**src/rtl/mux_pkg.sv**
```systemverilog
`default_nettype none
// ============================================================================
//  Module      : mux_pkg
//  Description : Shared constants and helpers for the mux_stream slice.
//                MODE_SEL / MODE_RR encode the 1-bit mode input; clog2
//                sizes the channel-select fields.
//  Revision    : 1.0 - initial release
// ============================================================================
package mux_pkg;

    localparam logic MODE_SEL = 1'b0;
    localparam logic MODE_RR  = 1'b1;

    // Ceiling log2 for elaboration-time sizing (clog2(1) = 0).
    function automatic int clog2(input int value);
        int r;
        r = 0;
        for (int v = value - 1; v > 0; v = v >> 1) begin
            r++;
        end
        return r;
    endfunction

endpackage
`default_nettype wire

```
**src/rtl/mux_rr_arb.sv**
```systemverilog
`default_nettype none
// ============================================================================
//  Module      : mux_rr_arb
//  Description : Combinational round-robin arbiter. Grants the first
//                requesting channel found searching upward from ptr+1,
//                wrapping CHANNELS-1 -> 0.
//  Ports       : req   - per-channel request vector
//                ptr   - last granted channel (search starts just above it)
//                grant - one-hot grant, all zero when nothing requests
//  Revision    : 1.0 - initial release
// ============================================================================
module mux_rr_arb
    import mux_pkg::*;
#(
    parameter  int CHANNELS = 4,
    localparam int SEL_W    = clog2(CHANNELS)
) (
    input  logic [CHANNELS-1:0] req,
    input  logic [SEL_W-1:0]    ptr,
    output logic [CHANNELS-1:0] grant
);

    int w_dist;
    int w_bestDist;

    // Each channel's distance from ptr+1 in search order; the nearest
    // requesting channel wins. ptr never exceeds CHANNELS-1, so the
    // dividend stays non-negative.
    always_comb begin
        grant      = '0;
        w_dist     = 0;
        w_bestDist = CHANNELS;
        for (int c = 0; c < CHANNELS; c++) begin
            w_dist = (c + CHANNELS - 1 - int'(ptr)) % CHANNELS;
            if (req[c] && (w_dist < w_bestDist)) begin
                w_bestDist = w_dist;
                grant      = '0;
                grant[c]   = 1'b1;
            end
        end
    end

endmodule
`default_nettype wire

```
**src/rtl/mux_stream.sv**
```systemverilog
`default_nettype none
// ============================================================================
//  Module      : mux_stream
//  Description : N-channel valid/ready stream multiplexer with a single
//                registered output stage (latency 1, full throughput).
//                Select mode forwards channel `sel`; round-robin mode
//                (built only when MUX_STREAM_RR_EN is defined) rotates
//                fairly over the valid channels.
//  Config      : `define MUX_STREAM_RR_EN to build round-robin arbitration
//                and honour `mode`; otherwise `mode` is ignored.
//  Ports       : clk, reset (async, active-high)
//                in_data/in_valid/in_ready - CHANNELS input streams,
//                  channel c at in_data[c*WIDTH +: WIDTH]
//                sel, mode                 - channel select / arbitration mode
//                out_data/out_chan/out_valid/out_ready - output stream
//  Revision    : 1.0 - initial release
// ============================================================================
module mux_stream
    import mux_pkg::*;
#(
    parameter  int WIDTH    = 16,
    parameter  int CHANNELS = 4,
    localparam int SEL_W    = clog2(CHANNELS)
) (
    input  logic                      clk,
    input  logic                      reset,
    input  logic [CHANNELS*WIDTH-1:0] in_data,
    input  logic [CHANNELS-1:0]       in_valid,
    output logic [CHANNELS-1:0]       in_ready,
    input  logic [SEL_W-1:0]          sel,
    input  logic                      mode,
    output logic [WIDTH-1:0]          out_data,
    output logic [SEL_W-1:0]          out_chan,
    output logic                      out_valid,
    input  logic                      out_ready
);

    logic [WIDTH-1:0]    r_outData;
    logic [SEL_W-1:0]    r_outChan;
    logic                r_outValid;

    logic [CHANNELS-1:0] w_selGrant;
    logic [CHANNELS-1:0] w_grant;
    logic [SEL_W-1:0]    w_grantIdx;
    logic [WIDTH-1:0]    w_grantData;
    logic                w_canLoad;
    logic                w_inXfer;

    // Select-mode grant: comparing against every legal index means an
    // out-of-range sel simply matches nothing.
    always_comb begin
        w_selGrant = '0;
        for (int c = 0; c < CHANNELS; c++) begin
            if (sel == SEL_W'(c)) begin
                w_selGrant[c] = in_valid[c];
            end
        end
    end

`ifdef MUX_STREAM_RR_EN
    logic [SEL_W-1:0]    r_rrPtr;
    logic [CHANNELS-1:0] w_rrGrant;

    mux_rr_arb #(
        .CHANNELS (CHANNELS)
    ) u_rrArb (
        .req   (in_valid),
        .ptr   (r_rrPtr),
        .grant (w_rrGrant)
    );

    assign w_grant = (mode == MODE_RR) ? w_rrGrant : w_selGrant;

    // Reset to the last channel so channel 0 is searched first. The pointer
    // moves only on an accepted beat, so stalls keep the rotation position.
    always_ff @(posedge clk or posedge reset) begin
        if (reset) begin
            r_rrPtr <= SEL_W'(CHANNELS - 1);
        end else if (w_inXfer) begin
            r_rrPtr <= w_grantIdx;
        end
    end
`else
    logic w_unusedMode;
    assign w_unusedMode = mode;
    assign w_grant      = w_selGrant;
`endif

    // Grant is one-hot (or empty): encode its index and pick its data.
    always_comb begin
        w_grantIdx  = '0;
        w_grantData = '0;
        for (int c = 0; c < CHANNELS; c++) begin
            if (w_grant[c]) begin
                w_grantIdx  = SEL_W'(c);
                w_grantData = in_data[c*WIDTH +: WIDTH];
            end
        end
    end

    // The output register can take a beat when empty or being drained this
    // cycle. Reset masks ready explicitly so nothing is offered while held.
    assign w_canLoad = ~r_outValid | out_ready;
    assign in_ready  = w_grant & {CHANNELS{w_canLoad & ~reset}};
    assign w_inXfer  = |in_ready;

    always_ff @(posedge clk or posedge reset) begin
        if (reset) begin
            r_outData  <= '0;
            r_outChan  <= '0;
            r_outValid <= 1'b0;
        end else if (w_inXfer) begin
            r_outData  <= w_grantData;
            r_outChan  <= w_grantIdx;
            r_outValid <= 1'b1;
        end else if (out_ready) begin
            r_outValid <= 1'b0;
        end
    end

    assign out_data  = r_outData;
    assign out_chan  = r_outChan;
    assign out_valid = r_outValid;

endmodule
`default_nettype wire

```
**config.mk**
```make
export PLATFORM = sky130hd
export DESIGN_NAME = mux_stream
export DESIGN_NICKNAME = d
export VERILOG_FILES = /design/src/rtl/mux_pkg.sv /design/src/rtl/mux_rr_arb.sv /design/src/rtl/mux_stream.sv
export SDC_FILE = /design/constraint.sdc
export NUM_CORES = 1
export LEC_CHECK = 0
export ABC_AREA = 1
export CORE_UTILIZATION = 36
export CTS_CLUSTER_DIAMETER = 80
export DETAILED_ROUTE_END_ITERATION = 12
export PLACE_DENSITY = 0.93
export SLEW_MARGIN = 5
export SYNTH_ARGS = -nofsm -noshare
export SYNTH_HDL_FRONTEND = slang
export SYNTH_SLANG_ARGS = --single-unit
```
**constraint.sdc**
```tcl
create_clock -name clk -period 1.4 [get_ports clk]
set_input_delay 0.21 -clock clk [delete_from_list [all_inputs] [get_ports clk]]
set_output_delay 0.21 -clock clk [all_outputs]
set_load 0.02 [all_outputs]
```
==> results by group <==
Logic synthesis
  • Syn avg cell area: 7.38 µm²
  • Sequential fraction of the synthesis area: between 30% and 40%
  • #FFs+latches synth: 19
  • Cell variety after synth: 19
  • Top cells by instance count after synthesis: nand2_1 (68), nand4_1 (48), dfrtp_1 (19), nand3_1 (16), clkbuf_1 (8)
  • Mapped Nets: 266
  • EDFF count, synth: 0
  • Top-area cell type share of the netlist area: 33.6%
  • Cell taking the most area after synthesis: dfrtp_1
  • Synth Warn #: 0
  • Cells after synthesis: roughly 190
  • Top cells by area, synth: dfrtp_1 (34%), nand4_1 (21%), nand2_1 (18%)
  • Most numerous cell in the Yosys netlist: nand2_1
  • Synth Flop Type: dfrtp_1
  • Ys async rst share: 100%
  • Synthesized area: 0.00142 mm²

Worst setup path
  • CP max stage delay: around 400 ps
  • Worst r2r path cells: 8
  • CP startpoint kind: flip-flop
  • Crit-path cells: inv_2, o21ai_4, buf_12, buf_8, o21bai_4, clkbuf_16, nand2_2, nand2_1
  • Worst Path Arrival: 1560 ps
  • CP required: roughly 1600 ps
  • Crit. End Element: flip-flop
  • Max FO, Critical Path: 5
  • Crit Path Category: reg2reg
  • CP max stage cell: dfrtp_1

Global routing
  • Largest net degree at the start of global routing: 33
  • Vias in the first global route: around 1.8k
  • GR peak layer: met2
  • Initial antenna violation count: 0
  • Remaining global-route overflow: 0
  • GRT met2 Usage: approximately 44%
  • Met1 Usage GRT: 29.8%
  • First-pass GRT wire length: 8.11 mm
  • Global Route met3 Usage: 2.99%
  • GRT Total Usage: roughly a quarter

Routing
  • Final wirelength: approximately 5.4 mm
  • Post-DR wirelength/cell: around 16 µm
  • DR iter-0 viols: between 70 and 80
  • # DRC: 0
  • TritonRoute pass-1 iters: 4
  • Final ANT Viol Nets: 0
  • Vias/cell: 5.33
  • Number of vias in the routed layout: between 1.5k and 2k

Outcome
  • Failing checks: setup timing
  • Outcome: finished with violations

Finish
  • Final Util: about three quarters
  • FF/Latch Area: between 400 and 500 µm²
  • Multi-input logic area: slightly above 900 µm²
  • Fillers: between 200 and 300
  • Total Nets Final: between 300 and 400
  • Area delta synth->final: 92.8%
  • Layout cell share with drive strength beyond 1: about a quarter
  • Number of diodes: 0

Run
  • Max-cap violations: 0

Clock network
  • Number of H-tree levels: 1
  • Skew-Pair Late Insertion Delay: roughly 250 ps
  • CTS Hold Buffers Added: 0
  • Root Buffer: clkbuf_8
  • Deepest clock path buffer count: 2
  • TritonCTS buffer count: 3
  • Clock tree sinks: 19
  • CTS tree: built
  • Worst-path clk slew: 70 ps

Timing
  • Final Hold Fails: 0
  • Max-slew violation count: 0
  • Final worst slack: -12.8 ps
  • Skew final: 2.94 ps
  • Slew @ Worst Pin: 281 ps
  • RSZ-0062 raised after global routing: yes
  • Period utilization: 101%
  • Fmax: 708 MHz
  • Final Setup Violations: 7
  • Slew Limit Headroom: between 80% and 90%
  • Tmin final: 1410 ps

Pwr
  • Pwr dens: about 750 mW/mm²
  • Peak supply drop: ~0.43 mV
  • Lkg Pwr: roughly 1.2 nW

Place
  • PortBufs: 95
  • DP Wirelength: approximately 3.9 mm
  • GPL Wtd Cong: 0.933
  • Worst slack at placement: -565 ps

Floorplan
  • Num rows: 22
  • Initial Utilization: a little under two fifths
  • I/O pin total: slightly below 100
  • Overall die width: 64.7 µm
  • Die ar.: about 0.0042 mm²
  • Placeable Area: 0.00372 mm²
  • Die Ht: around 65 µm

Min path
  • Hold Crit Class: in2async
==> placed cells by master (no fill, tap or decap), drive strengths merged <==
master	instances
nand2	72
clkdlybuf4s50	68
nand4	48
buf	25
dlygate4sd2	20
dfrtp	19
nand3	19
nor2	10
clkbuf	6
inv	3
dlymetal6s2s	3
o21ai	2
clkinvlp	1
o21bai	1
==> per-stage QoR <==
| step | TNS, ps | power (mW) | hold WS [ps] | area, µm² | instances |
|---|---|---|---|---|---|
| floorplan | 0 | 1.13 | 64.2 | 1420 | 192 |
| global placement | -8100 | 1.63 | 459 | 2480 | 336 |
| detailed placement | -8920 | 1.65 | 465 | 2480 | 336 |
| CTS | -166 | 1.95 | 211 | 2540 | 340 |
| global route | -804 | 2.16 | 212 | 2730 | 345 |
| finish | -39.6 | 2.06 | 190 | 2730 | 345 |
==> per-layer routing <==
layer | vias to the layer above | part of all wire, %
met2 | 89 | 53
met3 | 29 | 5.1
met4 | 0 | 5.3
met1 | 830 | 37
li1 | 890 | -
met5 | - | 0
==> worst max-delay path, delay by kind of cell (launching register included) <==
family	cells	cell delay [ps]
flops	1	390
simple gates	2	110
compound gates	2	280
buf+inv	4	530
==> path summary, 6_finish.rpt <==
check | start | to | slack, ps
min in group clk | out_ready | out_valid$_DFFE_PP0P_ | 240
min reg2reg | out_data[10]$_DFFE_PP0P_ | out_data[10]$_DFFE_PP0P_ | 480
max in group asynchronous | reset | out_data[12]$_DFFE_PP0P_ | 1010
max | out_valid$_DFFE_PP0P_ | out_data[1]$_DFFE_PP0P_ | -10
max reg2reg | out_valid$_DFFE_PP0P_ | out_data[1]$_DFFE_PP0P_ | -10
min | reset | out_data[15]$_DFFE_PP0P_ | 190
==> area by class of cell <==
class	instances	share of cell area, %
repair buffers	118	44.6
inverters	4	0.687
well taps	48	2.20
flip-flops and latches	19	17.4
clock buffers	4	1.65
multi-input cells	152	33.4
==> kinds of logic (layout without fill, tap and decap cells) <==
group | Yosys count | after routing | synth area share [%]
AO/OA/AOI/OAI | 3 | 3 | 2.30
buffers and inverters | 21 | 126 | 8.57
AND/OR/NAND/NOR | 149 | 149 | 55.6
flip-flops | 19 | 19 | 33.6
==> report_power, final <==
group	switching [mW]	internal (mW)	leakage [nW]
Combinational	0.481	0.481	0.972
Sequential	0.0716	0.655	0.248
Clock	0.168	0.202	0.0228
==> registers in the layout, summed over array words and instances, names as in the netlist <==
register and flops:
out_data 16, out_chan 2, out_valid 1
==> timing repair <==
| item | in CTS | in global routing |
|---|---|---|
| resized for setup | 51 | 34 |
| pin swaps | 0 | 10 |
| buffers inserted | 0 | 2 |
| gates cloned | 0 | 3 |
| setup endpoints to repair | 39 | 23 |
Note: power is estimated with default switching activity, not from simulation.
